<file path="config.mk">
export PLATFORM = sky130hd
export DESIGN_NAME = ram_write_post
export DESIGN_NICKNAME = d
export VERILOG_FILES = /design/src/rtl/ram_write_post_pkg.sv /design/src/rtl/ram_write_fifo.sv /design/src/rtl/ram_write_post.sv
export SDC_FILE = /design/constraint.sdc
export NUM_CORES = 1
export LEC_CHECK = 0
export CAP_MARGIN = 30
export CORE_ASPECT_RATIO = 0.75
export CORE_MARGIN = 10
export CORE_UTILIZATION = 49
export DETAILED_ROUTE_END_ITERATION = 8
export GPL_ROUTABILITY_DRIVEN = 0
export GPL_TIMING_DRIVEN = 0
export PLACE_DENSITY = 0.8
export REMOVE_ABC_BUFFERS = 1
export SYNTH_ARGS = -nofsm -noshare
export SYNTH_HDL_FRONTEND = slang
export SYNTH_SLANG_ARGS = --single-unit
export TNS_END_PERCENT = 50
</file>
<file path="constraint.sdc">
create_clock -name clk_memory -period 3 [get_ports clk_memory]
set_input_delay 0.6 -clock clk_memory [delete_from_list [all_inputs] [get_ports clk_memory]]
set_output_delay 0.6 -clock clk_memory [all_outputs]
set_load 0.03 [all_outputs]
</file>
<file path="src/rtl/ram_write_post_pkg.sv">
// Shared AXI constants, FSM encoding and entry layout for the posted byte-write path.
package ram_write_post_pkg;

    localparam int ENTRY_W = 29;

    localparam logic [7:0] AXI_LEN_SINGLE  = 8'h00;
    localparam logic [2:0] AXI_SIZE_8B     = 3'b011;
    localparam logic [1:0] AXI_BURST_INCR  = 2'b01;
    localparam logic [3:0] AXI_CACHE_BUFMD = 4'b0011;
    localparam logic [2:0] AXI_PROT_DATA   = 3'b000;
    localparam logic [1:0] BRESP_OKAY      = 2'b00;
    localparam logic [1:0] BRESP_SLVERR    = 2'b10;

    typedef enum logic [1:0] {
        ST_IDLE = 2'd0,
        ST_SEND = 2'd1,
        ST_RESP = 2'd2
    } state_t;

    typedef struct packed {
        logic [20:0] addr;
        logic [7:0]  data;
    } wr_entry_t;

    function automatic logic [7:0] byte_strobe(input logic [2:0] lane);
        return 8'b0000_0001 << lane;
    endfunction

endpackage

</file>
<file path="src/rtl/ram_write_fifo.sv">
// Synchronous posting FIFO; pointers carry one extra wrap bit so full/empty need no counter.
module ram_write_fifo
    import ram_write_post_pkg::*;
#(
    parameter int DEPTH = 4,
    parameter int W     = ENTRY_W
) (
    input  logic         clk,
    input  logic         areset,
    input  logic         push,
    input  logic         pop,
    input  logic [W-1:0] din,
    output logic [W-1:0] dout,
    output logic         full,
    output logic         empty
);

    localparam int PTR_W = $clog2(DEPTH);
    localparam logic [PTR_W:0] PTR_ONE = 1;

    logic [W-1:0]   mem [DEPTH];
    logic [PTR_W:0] wr_ptr;
    logic [PTR_W:0] rd_ptr;
    logic           do_push;
    logic           do_pop;

    assign full    = (wr_ptr[PTR_W] != rd_ptr[PTR_W]) &&
                     (wr_ptr[PTR_W-1:0] == rd_ptr[PTR_W-1:0]);
    assign empty   = (wr_ptr == rd_ptr);
    assign do_push = push && !full;
    assign do_pop  = pop && !empty;
    assign dout    = mem[rd_ptr[PTR_W-1:0]];

    always_ff @(posedge clk or posedge areset) begin
        if (areset) begin
            wr_ptr <= '0;
            rd_ptr <= '0;
        end else begin
            if (do_push) wr_ptr <= wr_ptr + PTR_ONE;
            if (do_pop)  rd_ptr <= rd_ptr + PTR_ONE;
        end
    end

    // Storage needs no reset: an empty FIFO never exposes its contents.
    always_ff @(posedge clk) begin
        if (do_push) mem[wr_ptr[PTR_W-1:0]] <= din;
    end

endmodule

</file>
<file path="src/rtl/ram_write_post.sv">
// Posted byte writes from the ZX core to DDR: one single-beat AXI4 write per queued byte,
// with a snoop pulse on completion so ram_read can patch its cached line.
module ram_write_post
    import ram_write_post_pkg::*;
#(
    parameter int DEPTH = 4
) (
    input  logic        clk_memory,
    input  logic        areset,
    input  logic [20:0] addr,
    input  logic [7:0]  data,
    input  logic        wr,
    output logic        ready,
    output logic        idle,
    output logic        werr,
    output logic [20:0] write_addr,
    output logic [7:0]  write_data,
    output logic        write_signal,
    output logic [26:0] AWADDR,
    output logic        AWVALID,
    input  logic        AWREADY,
    output logic [7:0]  AWLEN,
    output logic [2:0]  AWSIZE,
    output logic [1:0]  AWBURST,
    output logic [3:0]  AWCACHE,
    output logic [2:0]  AWPROT,
    output logic        AWLOCK,
    output logic [3:0]  AWQOS,
    output logic [3:0]  AWREGION,
    output logic [63:0] WDATA,
    output logic [7:0]  WSTRB,
    output logic        WLAST,
    output logic        WVALID,
    input  logic        WREADY,
    input  logic [1:0]  BRESP,
    input  logic        BVALID,
    output logic        BREADY,
    output state_t      fsm_state
);

    state_t        state_q;
    state_t        state_d;
    logic          load;
    logic          send_done;
    logic          commit;
    logic          fifo_full;
    logic          fifo_empty;
    logic [28:0]   fifo_dout;
    wr_entry_t     head;
    wr_entry_t     req;

    assign req   = '{addr: addr, data: data};
    assign head  = wr_entry_t'(fifo_dout);
    assign ready = !fifo_full;
    assign idle  = fifo_empty && (state_q == ST_IDLE);

    assign AWLEN     = AXI_LEN_SINGLE;
    assign AWSIZE    = AXI_SIZE_8B;
    assign AWBURST   = AXI_BURST_INCR;
    assign AWCACHE   = AXI_CACHE_BUFMD;
    assign AWPROT    = AXI_PROT_DATA;
    assign AWLOCK    = 1'b0;
    assign AWQOS     = 4'h0;
    assign AWREGION  = 4'h0;
    assign WLAST     = 1'b1;
    assign fsm_state = state_q;

    // Head stays in the FIFO until its B response so idle cannot go high mid-write.
    ram_write_fifo #(.DEPTH(DEPTH), .W(ENTRY_W)) u_fifo (
        .clk   (clk_memory),
        .areset(areset),
        .push  (wr),
        .pop   (commit),
        .din   (req),
        .dout  (fifo_dout),
        .full  (fifo_full),
        .empty (fifo_empty)
    );

    always_ff @(posedge clk_memory or posedge areset) begin
        if (areset) state_q <= ST_IDLE;
        else        state_q <= state_d;
    end

    always_comb begin
        state_d   = state_q;
        load      = 1'b0;
        send_done = 1'b0;
        commit    = 1'b0;
        unique case (state_q)
            ST_IDLE: begin
                if (!fifo_empty) begin
                    load    = 1'b1;
                    state_d = ST_SEND;
                end
            end
            ST_SEND: begin
                // Each channel is done once its VALID is low or handshakes this edge.
                if ((!AWVALID || AWREADY) && (!WVALID || WREADY)) begin
                    send_done = 1'b1;
                    state_d   = ST_RESP;
                end
            end
            ST_RESP: begin
                if (BVALID && BREADY) begin
                    commit  = 1'b1;
                    state_d = ST_IDLE;
                end
            end
            default: state_d = ST_IDLE;
        endcase
    end

    always_ff @(posedge clk_memory or posedge areset) begin
        if (areset) begin
            AWADDR       <= '0;
            AWVALID      <= 1'b0;
            WDATA        <= '0;
            WSTRB        <= '0;
            WVALID       <= 1'b0;
            BREADY       <= 1'b0;
            write_addr   <= '0;
            write_data   <= '0;
            write_signal <= 1'b0;
            werr         <= 1'b0;
        end else begin
            if (load) begin
                AWADDR  <= {6'b0, head.addr[20:3], 3'b000};
                WDATA   <= {8{head.data}};
                WSTRB   <= byte_strobe(head.addr[2:0]);
                AWVALID <= 1'b1;
                WVALID  <= 1'b1;
            end else begin
                if (AWVALID && AWREADY) AWVALID <= 1'b0;
                if (WVALID && WREADY)   WVALID  <= 1'b0;
            end

            if (send_done)   BREADY <= 1'b1;
            else if (commit) BREADY <= 1'b0;

            write_signal <= commit;
            // Error responses still commit the snoop; there is no retry.
            if (commit) begin
                write_addr <= head.addr;
                write_data <= head.data;
                werr       <= werr | (BRESP != BRESP_OKAY);
            end
        end
    end

endmodule
</file>
==> run metrics <==
status=finished clean; crit path max-delay cell type=dfrtp_4; total track usage=0.1520; I/O pins=204; Fin. Hold Viols=0; first-pass GRT wire length=26570 um; Final Cycle Share=0.9380; antenna viol nets, final=0; Reg clk slew, reported paths=0.07 ns; Buf/Inv on CP=2; synthesis warning total=0; Switching Share=0.3985; sw power=5.012 mW; Layout Area Growth over Synthesis=24.05%; asr flop ratio synth=0.3958; CP cell instances=buf_12, xor2_1, nor4_1, clkbuf_2; post-synthesis sequential area ratio=0.6626; mean post-synth cell area=15.84 sq um; initial antenna violation count=0; hold path cells=2; Clock Path Buffers=2; Setup WS post-layout=0.1859 ns; combinational power share=0.482; Clk pwr share=0.176; via count=4330; Crit path required time=2.40 ns; die width=168.7 um; CP Max Fanout=21; Cell Pwr Density=1247 nW/um^2; count of final setup violators=0; Reg area=5393 sq um; Inst Count DP=817; hold-critical path endpoint=write_data[6]$_DFFE_PP0P_; fillers=1160; NumNets Final=671; Post-synth EDFFs=116; Antenna diodes=0; htree depth=4; Hold Path Class=reg2reg; CP endpoint kind=output port; setup TNS=0 ns; IO buf count=164; largest net degree at the start of global routing=77; total of max-cap violations=0; flops & latches, synth=192; fin cells=852; core area=16170 sq um; layout cells sized above 1=0.1651; Mapped Area=8128 sq um; crit path time final=2.814 ns; DR WL/cell=20.19 um; Detailed Route Iter0 Violations=195; die area=22190 sq um; Via density=5.082; Die H=131.5 um; DRT Pass-1 Iters=4; CTS tree=yes; row count=40; Hold Path Origin=write_data[6]$_DFFE_PP0P_; CP Class=reg2out; r2r setup slk=0.19 ns; vias in the first global route=4677; Clock Latency Late Sink=0.42 ns; Max Clk Rate=355.3 MHz; wirelength, routed=17200 um; Place WS=-0.4233 ns; drt drc=0; P_leak=3.945 nW; Starting Density=0.5028; Clock Sinks=192; multi-input logic area=2002 sq um; Root Buffer=clkbuf_16; WP data arrival=2.21 ns; internal power=7.565 mW; Slew Viols, Final=0; CP peak stage delay=0.60 ns; Synth cell types=39; RSZ-0062 raised after global routing=false; Post-CTS Hold Fix Bufs=0; final core utilization=0.6237; reg2reg start=u_fifo.rd_ptr[0]$_DFFE_PP0P_; Fin Clk Skew=0.007517 ns; instance count of the mapped netlist=513; peak supply drop=0.7209 mV; CTS Buf Count=17; R2R depth=4; Slew @ Worst Pin=1.082 ns; main flop type after synthesis=edfxtp_1; FF-to-FF End=u_fifo.mem[0][16]$_DFFE_PP_; power share of the sequential group=0.342; hpwl dp=11980 um; relative slew slack=0.2696; remaining global-route overflow=0; crit-path leading delay family=flip-flops; CP Launch Type=flip-flop
-- tightest hold or removal path: stages, from the launching register on --
cell	delay, ns
dfrtp_1	0.34
nand2_1	0.05
nand2_1	0.05
-- sequential cells by signal, summed over array words and instances, names as in the netlist, 2 cells and up --
signal / count
WSTRB: 8
fsm_state: 2
write_data: 8
write_addr: 21
WDATA: 8
u_fifo.rd_ptr: 3
u_fifo.wr_ptr: 3
AWADDR: 18
u_fifo.mem: 116
-- metal layers --
| metal | up-vias | share of wire | track usage |
|---|---|---|---|
| li1 | 1937 | - | - |
| met3 | 15 | 0.098 | 0.06406 |
| met1 | 2196 | 0.39 | 0.1708 |
| met2 | 182 | 0.50 | 0.2557 |
| met5 | - | 0 | 0 |
| met4 | 0 | 0.011 | 0.04826 |
-- power by group through the flow --
stage               Sequential, mW  Combinational (mW)  Clock (mW)
floorplan                     5.88                2.02           0
global placement              4.36                5.81           0
detailed placement            4.36                6.12           0
CTS                           4.33                6.12        2.26
global route                  4.43                6.39        2.35
finish                        4.31                6.06        2.21
-- cell usage in the layout, fill, tap and decap left out, types with 5 or more instances in the layout --
master / n
clkdlybuf4s50_1: 162
mux4_1: 5
ha_1: 5
clkbuf_16: 19
dfrtp_1: 74
edfxtp_1: 116
mux2_2: 9
conb_1: 39
mux4_2: 24
mux2_4: 19
inv_1: 8
nand2_1: 90
-- timing repair --
action | CTS | global route
gates resized for setup | 3 | 6
cloned | 0 | 0
pin swaps | 0 | 1
setup endpoints to repair | 14 | 44
buffers inserted | 0 | 2
-- how the worst max path moves through the flow --
stage / from / endpoint / slack [ns] / depth (start not counted)
after floorplan: u_fifo.rd_ptr[0]$_DFFE_PP0P_ / AWADDR[10]$_DFFE_PP0P_ / -0.52 / 3
after global placement: u_fifo.rd_ptr[0]$_DFFE_PP0P_ / AWADDR[8]$_DFFE_PP0P_ / -1.64 / 3
after detailed placement: BVALID / u_fifo.rd_ptr[2]$_DFFE_PP0P_ / -0.42 / 6
after CTS: u_fifo.rd_ptr[0]$_DFFE_PP0P_ / ready / 0.002 / 4
after global routing: u_fifo.rd_ptr[0]$_DFFE_PP0P_ / u_fifo.mem[1][12]$_DFFE_PP_ / 0.02 / 4
final: u_fifo.rd_ptr[0]$_DFFE_PP0P_ / idle / 0.19 / 4
-- through the flow --
| step | power [mW] | area [sq um] | hold WS [ns] |
|---|---|---|---|
| floorplan | 7.901 | 7411 | 0.5304 |
| global placement | 10.17 | 9315 | 0.4583 |
| detailed placement | 10.47 | 9450 | 0.4620 |
| CTS | 12.71 | 10050 | 0.4784 |
| global route | 13.17 | 10080 | 0.4994 |
| finish | 12.58 | 10080 | 0.4736 |
-- cells by family (layout without fill, tap and decap cells) --
group,count (synthesis),in the layout,synth area share
AND/OR/NAND/NOR,105,105,0.05326
other,2,39,0.0009240
XOR/XNOR,10,10,0.01355
adder cells (fa/ha/maj),5,5,0.007697
AO/OA/AOI/OAI,20,20,0.02186
multiplexers,57,57,0.1302
buffers and inverters,122,214,0.1099
flip-flops,192,192,0.6626
-- synthesized netlist by cell type, drive strengths merged, types with 2 or more instances --
| cell type | number | share of area |
|---|---|---|
| nor2 | 2 | 0.00092 |
| nand2b | 2 | 0.0015 |
| nand2 | 90 | 0.042 |
| xnor2 | 6 | 0.0092 |
| nand3b | 2 | 0.0018 |
| o32ai | 3 | 0.0032 |
| dfrtp | 76 | 0.23 |
| inv | 10 | 0.0046 |
| xor2 | 4 | 0.0043 |
| edfxtp | 116 | 0.43 |
| a31oi | 2 | 0.0023 |
| ha | 5 | 0.0077 |
| clkbuf | 3 | 0.0014 |
| o21ai | 2 | 0.0012 |
| nor4 | 2 | 0.0015 |
| buf | 109 | 0.10 |
| nand4b | 2 | 0.0022 |
| a32o | 4 | 0.0049 |
| mux2 | 28 | 0.048 |
| mux4 | 29 | 0.083 |
| conb | 2 | 0.00092 |
| and2 | 3 | 0.0023 |
| o311ai | 3 | 0.0032 |
| a311oi | 2 | 0.0029 |
-- layout make-up --
cell class | instances | area share
Clock buffer | 21 | 0.04989
Clock inverter | 11 | 0.008935
Timing Repair Buffer | 172 | 0.1777
Inverter | 10 | 0.003971
Tap cell | 210 | 0.02606
Sequential cell | 192 | 0.5349
Multi-Input combinational cell | 236 | 0.1986
Note: power is estimated with default switching activity, not from simulation.
